`src/rtl/apb_pkg.sv`:
```
// Shared APB completer types and constants.
// Data/strobe widths, FSM state encoding and the read-only ID register index.
`timescale 1ns/1ps
package apb_pkg;

  localparam int APB_DW = 32;
  localparam int APB_SW = 4;
  localparam int ID_IDX = 0;

  typedef enum logic {
    IDLE,
    ACCESS
  } apb_slv_state_t;

endpackage

```
`src/rtl/apb_slv_regbank_mem.sv`:
```
// Register array: reg[0]=ID_VAL, others RESET_VAL on reset.
// Ports: clk, reset (sync, active-low), rd_idx/rd_data, we/wr_idx/wdata/wmask.
`timescale 1ns/1ps
module apb_slv_regbank_mem
  import apb_pkg::*;
#(
  parameter int          NUM_REGS  = 16,
  parameter int          IW        = 4,
  parameter logic [31:0] RESET_VAL = 32'h0000_0000,
  parameter logic [31:0] ID_VAL    = 32'hA9B0_0001
) (
  input  logic              clk,
  input  logic              reset,
  input  logic [IW-1:0]     rd_idx,
  output logic [APB_DW-1:0] rd_data,
  input  logic              we,
  input  logic [IW-1:0]     wr_idx,
  input  logic [APB_DW-1:0] wdata,
  input  logic [APB_SW-1:0] wmask
);

  logic [APB_DW-1:0] regs_q [NUM_REGS];
  logic [APB_DW-1:0] regs_d [NUM_REGS];

  always_comb begin
    regs_d = regs_q;
    if (we) begin
      for (int b = 0; b < APB_SW; b++) begin
        if (wmask[b]) begin
          regs_d[wr_idx][8*b +: 8] = wdata[8*b +: 8];
        end
      end
    end
  end

  always_ff @(posedge clk) begin
    if (!reset) begin
      for (int i = 0; i < NUM_REGS; i++) begin
        regs_q[i] <= (i == ID_IDX) ? ID_VAL : RESET_VAL;
      end
    end else begin
      regs_q <= regs_d;
    end
  end

  assign rd_data = regs_q[rd_idx];

endmodule

```
`src/rtl/apb_slave_regbank.sv`:
```
// APB3 completer: register bank behind a programmable wait-state FSM.
// Ports: clk, reset (sync, active-low), APB psel/penable/pwrite/paddr/pwdata/
// pstrb in, pready/prdata/pslverr out. APB_SLV_PSTRB_EN enables byte strobes.
`timescale 1ns/1ps
module apb_slave_regbank
  import apb_pkg::*;
#(
  parameter int          ADDR_W      = 8,
  parameter int          NUM_REGS    = 16,
  parameter int          WAIT_CYCLES = 2,
  parameter logic [31:0] RESET_VAL   = 32'h0000_0000,
  parameter logic [31:0] ID_VAL      = 32'hA9B0_0001
) (
  input  logic              clk,
  input  logic              reset,
  input  logic              psel_i,
  input  logic              penable_i,
  input  logic              pwrite_i,
  input  logic [ADDR_W-1:0] paddr_i,
  input  logic [31:0]       pwdata_i,
  input  logic [3:0]        pstrb_i,
  output logic              pready_o,
  output logic [31:0]       prdata_o,
  output logic              pslverr_o
);

  localparam int IW  = $clog2(NUM_REGS);
  localparam int AIW = ADDR_W - 2;
  localparam int CW  = (WAIT_CYCLES > 0) ? $clog2(WAIT_CYCLES + 1) : 1;

  apb_slv_state_t    state_q, state_d;
  logic [CW-1:0]     wcnt_q, wcnt_d;
  logic [IW-1:0]     idx_q, idx_d;
  logic              wr_q, wr_d;
  logic              err_q, err_d;
  logic [APB_DW-1:0] wdata_q, wdata_d;
  logic [APB_DW-1:0] prdata_q, prdata_d;
  logic [APB_SW-1:0] wmask;
  logic [APB_DW-1:0] rd_data;
  logic [AIW-1:0]    a_idx;
  logic              err_c;
  logic              we;

`ifdef APB_SLV_PSTRB_EN
  logic [APB_SW-1:0] strb_q, strb_d;
  assign wmask = strb_q;
`else
  logic unused_strb;
  assign unused_strb = ^pstrb_i;
  assign wmask = '1;
`endif

  assign a_idx = paddr_i[ADDR_W-1:2];

  always_comb begin
    err_c = (32'(a_idx) >= NUM_REGS)
          | (paddr_i[1:0] != 2'b00)
          | (pwrite_i & (a_idx == AIW'(ID_IDX)));
  end

  always_comb begin
    state_d  = state_q;
    wcnt_d   = wcnt_q;
    idx_d    = idx_q;
    wr_d     = wr_q;
    err_d    = err_q;
    wdata_d  = wdata_q;
    prdata_d = prdata_q;
    we       = 1'b0;
`ifdef APB_SLV_PSTRB_EN
    strb_d   = strb_q;
`endif
    unique case (state_q)
      IDLE: begin
        if (psel_i && !penable_i) begin
          idx_d    = paddr_i[IW+1:2];
          wr_d     = pwrite_i;
          wdata_d  = pwdata_i;
          wcnt_d   = CW'(WAIT_CYCLES);
          err_d    = err_c;
          prdata_d = (!pwrite_i && !err_c) ? rd_data : '0;
          state_d  = ACCESS;
`ifdef APB_SLV_PSTRB_EN
          strb_d   = pstrb_i;
`endif
        end
      end
      ACCESS: begin
        if (!psel_i) begin
          state_d = IDLE;
        end else if (penable_i) begin
          if (wcnt_q != '0) begin
            wcnt_d = wcnt_q - CW'(1);
          end else begin
            we      = wr_q & ~err_q;
            state_d = IDLE;
          end
        end
      end
      default: state_d = IDLE;
    endcase
  end

  always_ff @(posedge clk) begin
    if (!reset) begin
      state_q  <= IDLE;
      wcnt_q   <= '0;
      idx_q    <= '0;
      wr_q     <= 1'b0;
      err_q    <= 1'b0;
      wdata_q  <= '0;
      prdata_q <= '0;
`ifdef APB_SLV_PSTRB_EN
      strb_q   <= '0;
`endif
    end else begin
      state_q  <= state_d;
      wcnt_q   <= wcnt_d;
      idx_q    <= idx_d;
      wr_q     <= wr_d;
      err_q    <= err_d;
      wdata_q  <= wdata_d;
      prdata_q <= prdata_d;
`ifdef APB_SLV_PSTRB_EN
      strb_q   <= strb_d;
`endif
    end
  end

  apb_slv_regbank_mem #(
    .NUM_REGS (NUM_REGS),
    .IW       (IW),
    .RESET_VAL(RESET_VAL),
    .ID_VAL   (ID_VAL)
  ) u_mem (
    .clk    (clk),
    .reset  (reset),
    .rd_idx (paddr_i[IW+1:2]),
    .rd_data(rd_data),
    .we     (we),
    .wr_idx (idx_q),
    .wdata  (wdata_q),
    .wmask  (wmask)
  );

  assign pready_o  = (state_q == ACCESS) && (wcnt_q == '0);
  assign pslverr_o = pready_o & err_q;
  assign prdata_o  = prdata_q;

endmodule

```
`config.mk`:
```
export PLATFORM = sky130hd
export DESIGN_NAME = apb_slave_regbank
export DESIGN_NICKNAME = d
export VERILOG_FILES = /design/src/rtl/apb_pkg.sv /design/src/rtl/apb_slv_regbank_mem.sv /design/src/rtl/apb_slave_regbank.sv
export SDC_FILE = /design/constraint.sdc
export NUM_CORES = 1
export LEC_CHECK = 0
export CAP_MARGIN = 20
export CORE_MARGIN = 2
export CORE_UTILIZATION = 64
export CTS_CLUSTER_SIZE = 40
export DETAILED_ROUTE_END_ITERATION = 12
export DONT_BUFFER_PORTS = 1
export PLACE_DENSITY = 0.76
export SETUP_SLACK_MARGIN = 0.15
export SLEW_MARGIN = 20
export SYNTH_ARGS = -nofsm -noshare
export SYNTH_HDL_FRONTEND = slang
export SYNTH_SLANG_ARGS = --single-unit
```
`constraint.sdc`:
```
create_clock -name clk -period 2.7 [get_ports clk]
set_input_delay 0.27 -clock clk [delete_from_list [all_inputs] [get_ports clk]]
set_output_delay 0.27 -clock clk [all_outputs]
set_load 0.03 [all_outputs]
```
Yosys cells after proc, flatten, opt, wreduce, memory -nomap -nowiden
Cells that the tools add are included.
{"block": "totals", "regBits": 585, "input_bits": 49}
{"block": "op_classes", "bitwise": 9, "n_reduce_logical": 13, "magnitude_cmp": 4, "n_addsub": 1, "eq_ne": 4, "mux": 33}
{"operator": "$bwmux W512", "n": 4}
{"operator": "$mux W512", "n": 3}
{"operator": "$demux W32 S4", "n": 4}
{"operator": "$bmux W32 S4", "n": 1}
{"operator": "$mux W32", "n": 4}
{"operator": "$mux W24", "n": 1}
{"operator": "$mux W16", "n": 1}
{"operator": "$ge A5 B5 Y1 const B", "n": 2}
{"operator": "$not A4 Y5", "n": 2}
{"operator": "$mux W1", "n": 8}
{"operator": "$mux W2", "n": 4}
{"operator": "$mux W8", "n": 1}
{"operator": "$ge A6 B5 Y1 const B", "n": 1}
{"operator": "$logic_not A6 Y1", "n": 1}
{"operator": "$ne A2 B2 Y1 const B", "n": 3}
{"operator": "$lt A5 B1 Y1 const B", "n": 1}
{"operator": "$logic_and A1 B1 Y1", "n": 4}
{"operator": "$pmux W2 S2", "n": 1}
{"operator": "$reduce_and A4 Y1", "n": 1}
{"operator": "$reduce_bool A2 Y1", "n": 2}
{"operator": "$and A1 B1 Y1", "n": 3}
{"operator": "$logic_not A1 Y1", "n": 3}
{"operator": "$logic_not A2 Y1", "n": 1}
{"operator": "$ne A2 B1 Y1 const B", "n": 1}
{"operator": "5 further kinds", "n": 7}

Longest topological paths before layout
{"block": "logic_depth", "ltp_word": 12, "ltp_mapped": 9, "mapped_depth_nobuf": 6}

Cells and area by module
A second synthesis with hierarchy kept.
{"block": "hier_totals", "cells_unflattened": 3060, "hier_area_um2": 27762.9}
{"module": "apb_slv_regbank_mem", "cells_per_inst": 2719, "instances": 1, "area_each_um2": 24913.9}
{"module": "apb_slave_regbank", "cells_per_inst": 341, "instances": 1, "area_each_um2": 2849.0}

Worst setup path before layout
No wires, ideal clock.
{"block": "synth_path", "path_kind": "flip-flop to flip-flop", "startpoint": "register wcnt_q[0]", "endpoint": "register u_mem.regs_q[168] (netlist bit)", "n_path_buf": 3, "path_slack_ps": 765, "synth_period_minus_slack_ps": 1935, "path_stages_with_launch": 10, "arrival_ps": 1792, "t_required_ps": 2557, "cell_sequence": "dfxtp_1 -> inv_1 -> ha_1 -> nand4_2 -> buf_2 -> or4_1 -> buf_2 -> buf_6 -> nand2_1 -> a21oi_2"}
{"block": "synth_via", "elab_chain_cells": 5}
{"item": "start, declared", "line": "apb_slave_regbank.sv:32", "rtl": "logic [CW-1:0] wcnt_q, wcnt_d;"}
{"item": "start signal, assigned", "line": "apb_slave_regbank.sv:118", "rtl": "wcnt_q <= wcnt_d;"}
{"item": "$reduce_bool A2 Y1", "line": "apb_slave_regbank.sv:92", "rtl": "if (wcnt_q != '0) begin"}
{"item": "$mux W1", "line": "apb_slave_regbank.sv:92"}
{"item": "$mux W1", "line": "apb_slave_regbank.sv:91", "rtl": "end else if (penable_i) begin"}
{"item": "$mux W1", "line": "apb_slave_regbank.sv:89", "rtl": "if (!psel_i) begin"}
{"item": "$mux W1", "line": "apb_slave_regbank.sv:73", "rtl": "unique case (state_q)"}
{"item": "end signal, assigned by index", "line": "apb_slv_regbank_mem.sv:39", "rtl": "regs_q[i] <= (i == ID_IDX) ? ID_VAL : RESET_VAL;"}
{"item": "end signal, assigned", "line": "apb_slv_regbank_mem.sv:42", "rtl": "regs_q <= regs_d;"}
{"item": "end, declared", "line": "apb_slv_regbank_mem.sv:22", "rtl": "logic [APB_DW-1:0] regs_q [NUM_REGS];"}
Every way passes these cells.
A chain may end at the register's enable or synchronous reset.

Worst setup path in the final report
{"block": "layout_path", "startpoint": "register wcnt_q[0]", "endpoint": "register u_mem.regs_q[338] (netlist bit)"}
Same word-level chain as after synthesis.

==> flow_metrics.env <==
export IMPL_finish_cell_count_without_fillers=3388
export IMPL_r2r_end="u_mem.regs_q[338]"
export IMPL_slew_viol_final=0
export IMPL_residual_drc_count=0
export IMPL_synth_area_per_cell_um2=8.80
export IMPL_rr_worst_depth=9
export IMPL_post_synth_top_area_cell="sky130_fd_sc_hd__dfxtp_1"
export IMPL_seq_power_share_pct=50.4
export IMPL_worstMarginPinSlew_ns=1.23
export IMPL_cell_area_after_technology_mapping_mm2=0.0259
export IMPL_synthDominantCellAreaShare_pct=45.2
export IMPL_maximum_number_of_pins_on_one_net_before_global_route_repair=158
export IMPL_holdWs_ns=0.0372
export IMPL_wl_per_cell_um=22.4
export IMPL_yosys_most_used_dff="sky130_fd_sc_hd__dfxtp_1"
export IMPL_ff2ff_setup_slack_ns=0.25
export IMPL_timing_critical_path_slowest_stage_cell="sky130_fd_sc_hd__nor4_4"
export IMPL_timing_final_hold_violations=0
export IMPL_clock_root_buffer="sky130_fd_sc_hd__clkbuf_16"
export IMPL_internal_power_mw=13.6
export IMPL_placed_cells=3239
export IMPL_core_region_area_mm2=0.0398
export IMPL_drt_iter0_markers=2481
export IMPL_final_period_minus_worst_setup_slack_ns=2.45
export IMPL_min_delay_path_depth=3
export IMPL_setup_viol=0
export IMPL_switching_share_pct=22.2
export IMPL_io_buffers=0
export IMPL_timing_critical_path_fanout_max=26
export IMPL_total_negative_slack_ns=0
export IMPL_grt_setup_unrepaired="no"
export IMPL_post_synth_main_area_contributors="sky130_fd_sc_hd__dfxtp_1, sky130_fd_sc_hd__nand2_1, sky130_fd_sc_hd__mux4_2"
export IMPL_worstHoldStart="paddr_i[5]"
export IMPL_cts_max_level=2
export IMPL_whs_endpoint="prdata_o[29]"
export IMPL_netSwitchingPower_mw=3.88
export IMPL_critical_path_cell_chain="inv_1 > ha_1 > nand4_2 > buf_4 > buf_4 > nor4_4 > buf_4 > nand2_1 > a21oi_1"
export IMPL_ios=83
export IMPL_antenna_found_initial=1
export IMPL_critical_path_class="reg2reg"
export IMPL_outcome="completed"
export IMPL_fin_nets=2865
export IMPL_crit_path_start_kind="register"
export IMPL_critPathTopFamily="buffers and inverters"
export IMPL_drt_met1_wl_mm=28.1
export IMPL_maximum_buffer_depth_of_the_clock_tree=3
export IMPL_cts_clk_slew_worst_paths_ns=0.06
export IMPL_synth_ff_latch_count=585
export IMPL_area_growth_synth_to_final_pct=6.34
export IMPL_combinationalPowerShare_pct=3.3
export IMPL_area_of_the_die_mm2=0.0421
export IMPL_clkLatencyLatePin_ns=0.61
export IMPL_route_met2_wl_mm=35.7
export IMPL_yosys_cell_types_count=46
export IMPL_cts_post_setup_buffers_inserted=0
export IMPL_r2r_start="wcnt_q[0]"
export IMPL_clock_sink_count=585
export IMPL_total_leakage_power_nw=8.95
export IMPL_die_y_um=205
export IMPL_synth_net_count=2992
export IMPL_final_core_util_pct=69.2
export IMPL_power_ir_vdd_worst_mv=0.498
export IMPL_gr_usage_all_layers_pct=36.3
export IMPL_final_period_util_pct=90.9
export IMPL_detailedPlacementHpwl_mm=43.2
export IMPL_antenna_violating_nets_post_route=0
export IMPL_critical_path_top_cell_by_count="sky130_fd_sc_hd__buf_4"
export IMPL_cp_data_arrival_time_ns=2.97
export IMPL_achievable_frequency_mhz=407
export IMPL_p_per_area_mw_per_mm2=634
export IMPL_start_util_pct=65.0
export IMPL_timing_clock_skew_ns=0.0151
export IMPL_netlist_instances=2942
export IMPL_ys_warnings_count=0
export IMPL_drtPass1Iterations=6
export IMPL_synthArstFlopShare_pct=0
export IMPL_total_power_mw=17.4
export IMPL_grt_overflow_total=0
export IMPL_floorplan_rows=73
export IMPL_die_x_um=205
export IMPL_number_of_enable_type_register_cells_in_the_synthesized_netlist=0
export IMPL_tritoncts_num_buffers=57
export IMPL_postRouteWirelength_mm=75.9
export IMPL_power_clock_fraction_pct=46.3
export IMPL_cts_tree="done"
export IMPL_ratio_of_cells_with_drive_above_1_in_the_final_layout_pct=14.7
export IMPL_first_global_vias=21275
export IMPL_worstPathRequired_ns=3.21
export IMPL_gp_congestion=0.835
export IMPL_drt_vias_per_instance=6.33
export IMPL_slew_limit_headroom_pct=17.8
export IMPL_endpoint_kind="register"
export IMPL_ys_seq_area_share_pct=45.2
export IMPL_max_cap_viol_count=0
export IMPL_cpPeakStageDelay_ns=0.36
export IMPL_num_vias=21455
export IMPL_fillers=3072
export IMPL_wire_length_of_the_first_global_routing_pass_mm=118
export IMPL_routed_top_layer="met4"
export IMPL_synth_most_common_cell="sky130_fd_sc_hd__nand2_1"
export IMPL_met3_length_mm=7.97
export IMPL_synth_common_cells="sky130_fd_sc_hd__nand2_1, sky130_fd_sc_hd__dfxtp_1, sky130_fd_sc_hd__a21oi_1, sky130_fd_sc_hd__a21oi_2, sky130_fd_sc_hd__mux4_2"
export IMPL_crit_buf_inv=4
export IMPL_timing_hold_worst_class="in2reg"
==> routing by layer <==
metal | vias to the layer above | GRT usage, %
met1 | 10287 | 44.3
met2 | 1301 | 59.7
met4 | 0 | 20.0
met5 | - | 0
li1 | 9613 | -
met3 | 254 | 7.78
==> flip-flops by register name (all words and copies together) (netlist names) <==
signal        count
wdata_q          32
u_mem.regs_q    512
err_q             1
prdata_o         32
idx_q             4
state_q           1
wcnt_q            2
wr_q              1
==> power groups by stage <==
stage	combinational, mW	clock (mW)	sequential [mW]
4_1_cts	0.561	8.14	8.78
3_5_place_dp	0.473	0	8.98
6_report	0.578	8.08	8.79
2_1_floorplan	0.624	0	8.86
3_3_place_gp	0.463	0	8.97
5_1_grt	0.600	8.52	8.79
==> worst max-delay path by stage <==
stage	cells past startpoint	slack (ns)	end	start
2_1_floorplan	9	0.76	u_mem.regs_q[168]	wcnt_q[0]
3_3_place_gp	9	0.41	u_mem.regs_q[3]	wcnt_q[0]
3_5_place_dp	9	0.33	u_mem.regs_q[338]	wcnt_q[0]
4_1_cts	9	0.29	u_mem.regs_q[338]	wcnt_q[0]
5_1_grt	9	0.17	u_mem.regs_q[338]	wcnt_q[0]
6_report	9	0.25	u_mem.regs_q[338]	wcnt_q[0]
==> cell families after synthesis <==
logic type / synth area share (%)
fa+ha+maj: 0.0483
simple gates: 19.4
flops: 45.2
mux: 12.8
compound gates: 14.5
buf+inv: 8.02
==> tightest hold or removal path: cells and delay by family <==
kind / cells / cell delay (ns)
compound gates: 2 / 0.14
mux: 1 / 0.19
==> area by class of cell <==
type | count | area, um^2 | area share [%]
clock buffer | 88 | 1700 | 6.16
tap | 525 | 657 | 2.39
inverter | 4 | 22.5 | 0.0818
multi-input combinational | 2046 | 12100 | 44.0
timing repair buffer | 121 | 1120 | 4.06
clock inverter | 18 | 204 | 0.741
sequential | 585 | 11700 | 42.5
antenna | 1 | 2.50 | 0.00909
==> cell usage in the layout, fill, tap and decap left out, types with 3 or more instances in the layout <==
master and n:
sky130_fd_sc_hd__inv_1 3, sky130_fd_sc_hd__dlygate4sd3_1 41, sky130_fd_sc_hd__o21ai_1 12, sky130_fd_sc_hd__clkbuf_16 59, sky130_fd_sc_hd__bufinv_16 4, sky130_fd_sc_hd__a32oi_1 9
sky130_fd_sc_hd__nand2b_1 4, sky130_fd_sc_hd__buf_4 72, sky130_fd_sc_hd__clkbuf_1 18, sky130_fd_sc_hd__a221o_1 10, sky130_fd_sc_hd__nand3_1 9, sky130_fd_sc_hd__o21ai_0 5
sky130_fd_sc_hd__a21oi_2 101, sky130_fd_sc_hd__dfxtp_1 585, sky130_fd_sc_hd__nand2_1 1121, sky130_fd_sc_hd__nor2b_1 3, sky130_fd_sc_hd__mux2_2 23, sky130_fd_sc_hd__mux4_2 101
sky130_fd_sc_hd__a22oi_1 40, sky130_fd_sc_hd__nor2_1 15, sky130_fd_sc_hd__or3_1 9, sky130_fd_sc_hd__nor4_4 17, sky130_fd_sc_hd__a21oi_1 444, sky130_fd_sc_hd__clkinv_2 10
sky130_fd_sc_hd__mux2i_1 77, sky130_fd_sc_hd__or4_1 16, sky130_fd_sc_hd__buf_12 7, sky130_fd_sc_hd__clkbuf_8 11, sky130_fd_sc_hd__a311oi_1 9
==> stage by stage <==
step / cell area [um^2] / setup WS, ns
after CTS: 27500 / 0.288
final: 27500 / 0.246
after global routing: 27500 / 0.168
after detailed placement: 25200 / 0.333
after floorplan: 25900 / 0.765
after global placement: 25200 / 0.408
==> what timing repair did <==
item,4_1_cts,5_1_grt
hold endpoints to repair,132,0
hold buffers,42,0
resized for setup,0,0
Power figures use the tool's default switching activity.
